--- config.mk ---
export PLATFORM = sky130hd
export DESIGN_NAME = mmio_pwm
export DESIGN_NICKNAME = d
export VERILOG_FILES = /design/src/rtl/mmio_pwm.sv
export SDC_FILE = /design/constraint.sdc
export NUM_CORES = 1
export LEC_CHECK = 0
export ABC_AREA = 1
export BUFFER_PORTS_ARGS = -buffer_cell sky130_fd_sc_hd__buf_4
export CORE_UTILIZATION = 55
export DETAILED_ROUTE_END_ITERATION = 8
export GPL_ROUTABILITY_DRIVEN = 1
export PLACE_DENSITY = 0.73
export SLEW_MARGIN = 10
export SYNTH_ARGS = -nofsm -noshare
export SYNTH_HDL_FRONTEND = slang
export SYNTH_SLANG_ARGS = --single-unit
--- constraint.sdc ---
create_clock -name clk -period 4.85 [get_ports clk]
set_input_delay 0.485 -clock clk [delete_from_list [all_inputs] [get_ports clk]]
set_output_delay 0.485 -clock clk [all_outputs]
set_load 0.005 [all_outputs]
--- src/rtl/mmio_pwm.sv ---
// mmio_pwm: memory-mapped multi-channel PWM peripheral for the RV32I data bus.
// PERIOD and DUTY are double-buffered; the active copies reload at period wrap
// (or continuously while disabled), so software updates never cut a pulse short.
module mmio_pwm #(
    parameter int NUM_CH = 4,
    parameter int WIDTH  = 16,
    parameter int PRE_W  = 16
) (
    input  logic              clk,
    input  logic              reset,
    input  logic              sel,
    input  logic              wren,
    input  logic [2:0]        funct3,
    input  logic [7:0]        addr,
    input  logic [31:0]       wdata,
    output logic [31:0]       rdata,
    output logic [NUM_CH-1:0] pwm_out,
    output logic              wrap_irq
);

    // Word indices (byte offset >> 2) of the register map.
    localparam logic [5:0] IDX_CTRL     = 6'd0;
    localparam logic [5:0] IDX_PRESCALE = 6'd1;
    localparam logic [5:0] IDX_PERIOD   = 6'd2;
    localparam logic [5:0] IDX_CH_EN    = 6'd3;
    localparam logic [5:0] IDX_DUTY0    = 6'd4;

    localparam logic [2:0] FUNCT3_WORD  = 3'b010;

    // Software-visible registers.
    logic              en_q, en_d;
    logic              wrap_q, wrap_d;
    logic [PRE_W-1:0]  prescale_q, prescale_d;
    logic [WIDTH-1:0]  period_pend_q, period_pend_d;
    logic [NUM_CH-1:0] ch_en_q, ch_en_d;
    logic [WIDTH-1:0]  duty_pend_q [NUM_CH];
    logic [WIDTH-1:0]  duty_pend_d [NUM_CH];

    // Active (shadow) copies and timebase.
    logic [WIDTH-1:0]  period_act_q, period_act_d;
    logic [WIDTH-1:0]  duty_act_q [NUM_CH];
    logic [WIDTH-1:0]  duty_act_d [NUM_CH];
    logic [PRE_W-1:0]  pre_cnt_q, pre_cnt_d;
    logic [WIDTH-1:0]  cnt_q, cnt_d;

    // Registered outputs.
    logic [NUM_CH-1:0] pwm_q, pwm_d;
    logic [31:0]       rdata_q, rdata_d;

    // Decode and timebase strobes.
    logic [5:0]        word_idx;
    logic              wr_en;
    logic              wr_ctrl, wr_prescale, wr_period, wr_ch_en;
    logic [NUM_CH-1:0] wr_duty;
    logic              tick;
    logic              wrap_evt;
    logic [31:0]       rd_val;

    // Byte-lane bits of the address and unused upper data bits are don't-care.
    logic              unused_bits;

    assign word_idx    = addr[7:2];
    assign wr_en       = sel & wren & (funct3 == FUNCT3_WORD);
    assign unused_bits = ^{addr[1:0], wdata};

    // Decode word writes into per-register strobes.
    always_comb begin
        // NOTE: every always_comb output gets a default first so no path leaves it unassigned (no latch).
        wr_ctrl     = 1'b0;
        wr_prescale = 1'b0;
        wr_period   = 1'b0;
        wr_ch_en    = 1'b0;
        wr_duty     = '0;
        if (wr_en) begin
            wr_ctrl     = (word_idx == IDX_CTRL);
            wr_prescale = (word_idx == IDX_PRESCALE);
            wr_period   = (word_idx == IDX_PERIOD);
            wr_ch_en    = (word_idx == IDX_CH_EN);
            for (int i = 0; i < NUM_CH; i++) begin
                wr_duty[i] = (word_idx == IDX_DUTY0 + 6'(i));
            end
        end
    end

    // Prescaler and period counter; both held at zero while disabled.
    always_comb begin
        tick      = en_q && (pre_cnt_q == prescale_q);
        wrap_evt  = tick && (cnt_q == period_act_q);
        pre_cnt_d = '0;
        cnt_d     = '0;
        if (en_q) begin
            pre_cnt_d = tick ? '0 : pre_cnt_q + PRE_W'(1);
            if (wrap_evt) begin
                cnt_d = '0;
            end else if (tick) begin
                cnt_d = cnt_q + WIDTH'(1);
            end else begin
                cnt_d = cnt_q;
            end
        end
    end

    // Register-file writes; WRAP set by a wrap event wins over a same-cycle clear.
    always_comb begin
        en_d          = en_q;
        wrap_d        = wrap_q;
        prescale_d    = prescale_q;
        period_pend_d = period_pend_q;
        ch_en_d       = ch_en_q;
        duty_pend_d   = duty_pend_q;
        if (wr_ctrl) begin
            en_d = wdata[0];
            if (wdata[1]) begin
                wrap_d = 1'b0;
            end
        end
        if (wrap_evt) begin
            wrap_d = 1'b1;
        end
        if (wr_prescale) begin
            prescale_d = wdata[PRE_W-1:0];
        end
        if (wr_period) begin
            period_pend_d = wdata[WIDTH-1:0];
        end
        if (wr_ch_en) begin
            ch_en_d = wdata[NUM_CH-1:0];
        end
        for (int i = 0; i < NUM_CH; i++) begin
            if (wr_duty[i]) begin
                duty_pend_d[i] = wdata[WIDTH-1:0];
            end
        end
    end

    // Shadow reload at wrap (or every cycle while disabled) and PWM compare.
    always_comb begin
        period_act_d = period_act_q;
        duty_act_d   = duty_act_q;
        if (!en_q || wrap_evt) begin
            period_act_d = period_pend_q;
            duty_act_d   = duty_pend_q;
        end
        for (int i = 0; i < NUM_CH; i++) begin
            pwm_d[i] = en_q && ch_en_q[i] && (cnt_q < duty_act_q[i]);
        end
    end

    // Read mux; rdata only updates on a selected read and otherwise holds.
    always_comb begin
        rd_val = '0;
        case (word_idx)
            IDX_CTRL:     rd_val = {30'd0, wrap_q, en_q};
            IDX_PRESCALE: rd_val = 32'(prescale_q);
            IDX_PERIOD:   rd_val = 32'(period_pend_q);
            IDX_CH_EN:    rd_val = 32'(ch_en_q);
            default:      rd_val = '0;
        endcase
        for (int i = 0; i < NUM_CH; i++) begin
            if (word_idx == IDX_DUTY0 + 6'(i)) begin
                rd_val = 32'(duty_pend_q[i]);
            end
        end
        rdata_d = (sel && !wren) ? rd_val : rdata_q;
    end

    // State registers with synchronous reset.
    always_ff @(posedge clk) begin
        // NOTE: non-blocking assignments so every flop samples pre-edge values regardless of statement order.
        if (reset) begin
            en_q          <= 1'b0;
            wrap_q        <= 1'b0;
            prescale_q    <= '0;
            period_pend_q <= '0;
            ch_en_q       <= '0;
            period_act_q  <= '0;
            pre_cnt_q     <= '0;
            cnt_q         <= '0;
            pwm_q         <= '0;
            rdata_q       <= '0;
            // NOTE: the duty arrays are a handful of software-visible flops, not RAM, so they are reset element by element.
            for (int i = 0; i < NUM_CH; i++) begin
                duty_pend_q[i] <= '0;
                duty_act_q[i]  <= '0;
            end
        end else begin
            en_q          <= en_d;
            wrap_q        <= wrap_d;
            prescale_q    <= prescale_d;
            period_pend_q <= period_pend_d;
            ch_en_q       <= ch_en_d;
            period_act_q  <= period_act_d;
            pre_cnt_q     <= pre_cnt_d;
            cnt_q         <= cnt_d;
            pwm_q         <= pwm_d;
            rdata_q       <= rdata_d;
            duty_pend_q   <= duty_pend_d;
            duty_act_q    <= duty_act_d;
        end
    end

    assign rdata    = rdata_q;
    assign pwm_out  = pwm_q;
    assign wrap_irq = wrap_q;

endmodule

==> results of run 1 <==
cell usage in the layout (no fill, tap or decap), types with 2 or more instances in the layout:
cell                        netlist  layout
sky130_fd_sc_hd__dfxtp_1        234     233
sky130_fd_sc_hd__nor2_1         412     411
sky130_fd_sc_hd__clkbuf_1        53       6
sky130_fd_sc_hd__xnor2_1         17      17
sky130_fd_sc_hd__xor2_1          15      15
sky130_fd_sc_hd__nor3b_1          3       3
sky130_fd_sc_hd__a22oi_1          2       2
sky130_fd_sc_hd__inv_1          208     207
sky130_fd_sc_hd__o31a_1           4       4
sky130_fd_sc_hd__nor3_1          21      21
sky130_fd_sc_hd__nor2_4           5       5
sky130_fd_sc_hd__clkinv_1         3       3
sky130_fd_sc_hd__nand4_1         21      21
sky130_fd_sc_hd__bufinv_16        0       3
sky130_fd_sc_hd__o21ai_0        132     132
sky130_fd_sc_hd__clkbuf_8         0       6
sky130_fd_sc_hd__buf_4           16      58
sky130_fd_sc_hd__nor2_2           3       4
sky130_fd_sc_hd__conb_1           1      16
sky130_fd_sc_hd__clkinv_2         0       4
sky130_fd_sc_hd__ha_1            62      62
sky130_fd_sc_hd__nand3_1        129     129
sky130_fd_sc_hd__nand2_1        345     345
sky130_fd_sc_hd__clkbuf_16        0      26
sky130_fd_sc_hd__inv_2            3       3
sky130_fd_sc_hd__o31ai_1          4       4
sky130_fd_sc_hd__nand3b_1         4       4
sky130_fd_sc_hd__a21oi_1         88      88
worst min-delay path by stage:
stage | from | endpoint | slack (ns)
final | wdata[11] | duty_pend_q[11] | 0.23
after global routing | wdata[4] | duty_pend_q[52] | 0.24
after CTS | wdata[11] | duty_pend_q[11] | 0.22
after detailed placement | rdata[3] | rdata[3] | 0.46
after global placement | duty_pend_q[59] | duty_pend_q[59] | 0.45
after floorplan | period_pend_q[11] | period_pend_q[11] | 0.44
flip-flops by register name (all words and copies together) (netlist names), 16 cells and up:
register       count
duty_act_q        64
prescale_q        16
cnt_q             16
duty_pend_q       64
period_act_q      16
pre_cnt_q         16
period_pend_q     16
rdata             16
final cells by class:
class	count	area, sq um	area share [%]
clock buffer	38	756	5.64
clock inverter	10	144	1.07
inverter	214	806	6.02
multi-input combinational	1291	6220	46.5
sequential	234	4690	35.0
tap	275	344	2.57
timing repair buffer	58	435	3.25
cells by family after synthesis:
group	after synthesis	synth area share [%]
compound gates	233	9.98
xor+xnor	32	2.31
fa+ha+maj	62	6.39
buf+inv	307	10.6
flops	234	38.6
other cells	1	0.0309
simple gates	948	32.1
worst max-delay path: stages (launching register included):
cell and delay, ns:
sky130_fd_sc_hd__dfxtp_2 0.91, sky130_fd_sc_hd__inv_1 0.28, sky130_fd_sc_hd__nor2_1 0.18, sky130_fd_sc_hd__nand3_1 0.09
sky130_fd_sc_hd__nor2_1 0.15, sky130_fd_sc_hd__nand2_1 0.10, sky130_fd_sc_hd__nor2_4 0.23, sky130_fd_sc_hd__nand2_4 0.56
sky130_fd_sc_hd__nand3_1 0.23, sky130_fd_sc_hd__nand2_1 0.07, sky130_fd_sc_hd__nor2_1 0.13
per-stage QoR:
stage	hold WS, ns	power [mW]	instance area, sq um
5_1_grt	0.239	4.24	13400
6_report	0.228	4.14	13400
3_3_place_gp	0.454	2.11	12500
4_1_cts	0.220	4.15	13400
3_5_place_dp	0.455	2.11	12500
2_1_floorplan	0.437	2.06	12200
routing by layer:
metal / vias up / wire length, microns / track usage [%]
li1: 5712 / - / -
met1: 5142 / 15500 / 44.8
met2: 491 / 14900 / 48.1
met3: 70 / 3020 / 4.97
met4: 0 / 1280 / 11.6
met5: - / 0 / 0
power groups by stage:
stage | registers, mW | logic [mW] | clock network, mW
6_report | 1.93 | 0.138 | 2.07
5_1_grt | 1.93 | 0.154 | 2.16
4_1_cts | 1.93 | 0.135 | 2.08
3_5_place_dp | 1.97 | 0.135 | 0
3_3_place_gp | 1.97 | 0.134 | 0
2_1_floorplan | 1.97 | 0.0824 | 0
==> results.ini, run 1 <==
[status]
status=finished, final reports clean

[logic_synthesis]
synth_flop_cell=sky130_fd_sc_hd__dfxtp_1
yosys_warning_count=0
post_synth.cell_area_avg_sq_um=6.68
synth_edf_count=0
synth.top_cells.by_count=412 x sky130_fd_sc_hd__nor2_1, 345 x sky130_fd_sc_hd__nand2_1, 234 x sky130_fd_sc_hd__dfxtp_1, 208 x sky130_fd_sc_hd__inv_1, 132 x sky130_fd_sc_hd__o21ai_0
ys_async_sr_fraction_pct=0
synth_seq_cells=234
post-synth-top-area-cell=sky130_fd_sc_hd__dfxtp_1
synth-seq-area-share_pct=38.6
synth.distinct_cells=36
syn_area_sq_um=12100
synth_cells=1817
leading_cell_types_by_total_area_after_synthesis=sky130_fd_sc_hd__dfxtp_1 39%, sky130_fd_sc_hd__nor2_1 13%, sky130_fd_sc_hd__nand2_1 11%
yosysTopAreaCellShare_pct=38.6
post-synth-top-count-cell=sky130_fd_sc_hd__nor2_1

[sta]
finalHoldViolCount=0
clock-skew-final_ns=0.0280
setup_viol_count_final=0
fin_tns_setup_ns=0
final.min_clock_period_ns=3.05
worst_slew_margin_rel_pct=25.3
worstMarginPinSlew_ns=1.12
grt_setup_unrepaired=false
max_freq_mhz=328
layout_worst_path_cycle_share_pct=62.9
postLayoutSetupSlackWorst_ns=1.80
maxSlewViolCount=0

[job]
drv_cap=0

[global_routing]
grt_antenna_before_repair=0
first_global_vias=10300
global_route.usage.total_pct=31.6
grt_max_degree=83
globalRoute.totalOverflow=0
first_pass_grt_wire_length_microns=55200

[power_and_ir_drop]
vdd_drop_max_mv=0.274
sw_frac_of_total_pct=22.4
p_switching_uw=927
share_comb_of_total_power_pct=3.3
clock_power_share_pct=50.0
static_leak_nw=5.71
intPower_mw=3.22
pwr-share-seq_pct=46.6
power_per_cell_area_nw_per_um2=309

[worst_setup_path]
worst-setup-path-type=flop to flop
timing.critical_path.required_ns=5.31
worstSetupEndpoint=period_act_q[6]
r2r_setup_slack_ns=1.80
crit_start=en_q
arrival_ns=3.51
reg2reg_from=en_q
rr_worst_depth=10
cp_max_fo=81
cp_startpoint_kind=flop
rr_endpoint=period_act_q[6]
end_kind=flop

[floorplanning]
dieWidth_microns=151
initial_core_util_pct=56.8
boundaryPins=84
die_h_microns=151
core_area_sq_um=21400
std_cell_rows=53
die_area_sq_um=22700

[drt]
drt_pass1_iterations=7
avgRoutedWirePerCell_microns=16.4
initialDrtViolationCount=1334
drt.antenna.violating_nets=0
route.vias.total=11400
drt_drc_violations_left=0
detail_route.vias_per_cell=5.38
postRouteWirelength_microns=34800

[finish]
final_layout_size_suffix_gt1_share_pct=6.40
utilization_pct=62.7
antennaDiodeCount=0
layout.cells.non_filler=2120
relative_area_change_from_synthesis_to_final_layout_pct=10.3
finalNetCount=1934
fillerInstances=2003

[clock_tree]
htree_levels=1
cts_hold_buffers=0
cts.root.buffer_cell=sky130_fd_sc_hd__clkbuf_16
clk-insertion-delay-late_ns=0.55
cts.sink_count=234
tritoncts=done
clkTransAtPathRegs_ns=0.06
max-clock-path-buffers=3
tritoncts.num_buffers=26
post_cts_buffers=0
count_of_instances_resized_after_the_clock_tree_is_built=0

[placed_design]
dp.cells=2072
pre_cts_ws_ns=1.65
port_buffers=49
place_congestion=0.900
post-dp-hpwl_microns=23700

[worst_hold_path]
hold_path_depth=3
hp-class=primary input to flop

Note: power is estimated with default switching activity, not from simulation.
==> run 2, diff against run 1 <==
==> constraint.sdc (replaced) <==
create_clock -name clk -period 3.07 [get_ports clk]
set_input_delay 0.307 -clock clk [delete_from_list [all_inputs] [get_ports clk]]
set_output_delay 0.307 -clock clk [all_outputs]
set_load 0.005 [all_outputs]
==> results.ini, run 2 (same netlist as run 1, synthesis figures left out) <==
[worst_setup_path]
cp_max_fo=81  ; unchanged
cp_max_stage_delay_ns=0.55  ; -0.36 ns
timing.critical_path.required_ns=3.53  ; -1.78 ns
rr_endpoint=duty_act_q[36]
arrival_ns=2.91  ; -0.60 ns
worst_path_dominant_cell_family=simple AND/OR/NAND/NOR gates
end_kind=flop
rr_worst_depth=12  ; +2
r2r_setup_slack_ns=0.62  ; -1.17 ns
worst-setup-path-type=flop to flop
crit_slowest_cell=sky130_fd_sc_hd__dfxtp_1
reg2reg_from=cnt_q[14]
cp_startpoint_kind=flop
cell_breakdown_of_the_critical_path=inv_1, nand2_1, nand2_1, inv_1, nand2_1, nor2_1, nand2_1, nor2_2, nand2_4, nand3_1, nand2_1, nor2_1
critical-path-top-cell-by-count=sky130_fd_sc_hd__nand2_1
combined_buffer_and_inverter_count_along_the_critical_path=2  ; +1

[global_routing]
grt_max_degree=93  ; +12%
first_pass_grt_wire_length_microns=56200  ; +1.7%
global_route.usage.total_pct=32.2  ; +0.59 points
grt_antenna_before_repair=1  ; +1
first_global_vias=10600  ; +2.8%
globalRoute.totalOverflow=0  ; unchanged

[floorplanning]
core_area_sq_um=21400  ; unchanged
die_area_sq_um=22700  ; unchanged
std_cell_rows=53  ; unchanged
dieWidth_microns=151  ; unchanged
die_h_microns=151  ; unchanged
initial_core_util_pct=56.8  ; unchanged
boundaryPins=84  ; unchanged

[sta]
setup_viol_count_final=0  ; unchanged
fin_tns_setup_ns=0  ; unchanged
grt_setup_unrepaired=false
final.min_clock_period_ns=2.45  ; -0.605 ns
layout_worst_path_cycle_share_pct=79.7  ; +17 points
worstMarginPinSlew_ns=0.979  ; -0.137 ns
worst_hold_slack_ns=0.0645  ; -0.163 ns
finalHoldViolCount=0  ; unchanged
worst_slew_margin_rel_pct=34.8  ; +9.4 points
clock-skew-final_ns=0.0128  ; -0.0152 ns
max_freq_mhz=409  ; +25%
maxSlewViolCount=0  ; unchanged

[drt]
route.vias.total=11600  ; +1.2%
postRouteWirelength_microns=35400  ; +1.7%
drt.antenna.violating_nets=0  ; unchanged
drt_drc_violations_left=0  ; unchanged
avgRoutedWirePerCell_microns=16.5  ; +0.61%
detail_route.vias_per_cell=5.39  ; +0.15%
drt_pass1_iterations=5  ; -2
initialDrtViolationCount=1185  ; -11%

[clock_tree]
clk-insertion-delay-late_ns=0.53  ; -0.02 ns
cts.sink_count=234  ; unchanged
max-clock-path-buffers=3  ; unchanged
count_of_instances_resized_after_the_clock_tree_is_built=0  ; unchanged
cts.root.buffer_cell=sky130_fd_sc_hd__clkbuf_16
clkTransAtPathRegs_ns=0.06  ; about the same
tritoncts.num_buffers=26  ; unchanged
htree_levels=1  ; unchanged
tritoncts=done
cts_hold_buffers=0  ; unchanged
post_cts_buffers=0  ; unchanged

[worst_hold_path]
hp-start=wdata[11]
hp-class=primary input to flop
hold_path_depth=3  ; unchanged
hold_path_end=duty_pend_q[11]

[status]
status=finished, final reports clean

[finish]
relative_area_change_from_synthesis_to_final_layout_pct=11.9
antennaDiodeCount=0  ; unchanged
leading_cell_types_in_the_layout_fill_and_taps_excluded=411 x sky130_fd_sc_hd__nor2_1, 345 x sky130_fd_sc_hd__nand2_1, 233 x sky130_fd_sc_hd__dfxtp_1
mostFrequentLayoutCell=sky130_fd_sc_hd__nor2_1
final_design_area_no_fill_sq_um=13600  ; +1.4%
finalNetCount=1958  ; +1.2%
largestRegisters=duty_act_q x64, duty_pend_q x64
final_layout_size_suffix_gt1_share_pct=7.66  ; +1.3 points
utilization_pct=63.6  ; +0.87 points

[placed_design]
port_buffers=49  ; unchanged
place_congestion=0.934  ; +3.8%
placed_cell_area_sq_um=12700  ; +1.6%
post-dp-hpwl_microns=24700  ; +4.0%

[power_and_ir_drop]
static_leak_nw=5.84  ; +2.2%
post-layout-total-power_mw=6.45  ; +56%
vdd_drop_max_mv=0.503  ; +83%
power_per_cell_area_nw_per_um2=475  ; +53%

[job]
drv_cap=0  ; unchanged

[run 2: power breakdown]
group | leakage [nW] | total (mW) | switching (mW) | internal, mW
clock | 0.437 | 3.17 | 1.26 | 1.92
sequential | 1.89 | 3.05 | 0.00653 | 3.05
combinational | 3.52 | 0.223 | 0.147 | 0.0762
[run 2: worst min-delay path: stages]
cell and delay [ns]:
sky130_fd_sc_hd__buf_4 0.11, sky130_fd_sc_hd__nor2_1 0.05, sky130_fd_sc_hd__nor2_1 0.08
[run 2: final cells by class]
type,instances,area [sq um]
inverters,214,806
repair buffers,82,641
fillers,1963,7780
clock buffers,37,773
well taps,275,344
flip-flops and latches,234,4690
clock inverters,10,106
multi-input cells,1291,6220
[run 2: through the flow]
| stage | setup slack, ns | cells |
|---|---|---|
| 2_1_floorplan | 1.47 | 1832 |
| 3_3_place_gp | 0.746 | 2096 |
| 3_5_place_dp | 0.723 | 2096 |
| 4_1_cts | 0.703 | 2143 |
| 5_1_grt | 0.437 | 2143 |
| 6_report | 0.622 | 2143 |
[run 2: worst max-delay path by stage]
stage	start	end	slack, ns	depth (start not counted)
floorplan	addr[7]	duty_pend_q[0]	1.47	9
global placement	cnt_q[14]	duty_act_q[46]	0.75	12
detailed placement	cnt_q[14]	duty_act_q[36]	0.72	12
CTS	cnt_q[14]	duty_act_q[36]	0.70	12
global route	cnt_q[14]	duty_act_q[35]	0.44	12
finish	cnt_q[14]	duty_act_q[36]	0.62	12
[run 2: metal layers]
metal | vias up | routed length [microns] | track usage [%]
met4 | 2 | 1430 | 13.8
met2 | 525 | 15400 | 49.4
met3 | 80 | 3280 | 4.82
li1 | 5762 | - | -
met5 | - | 13 | 0
met1 | 5187 | 15300 | 44.7
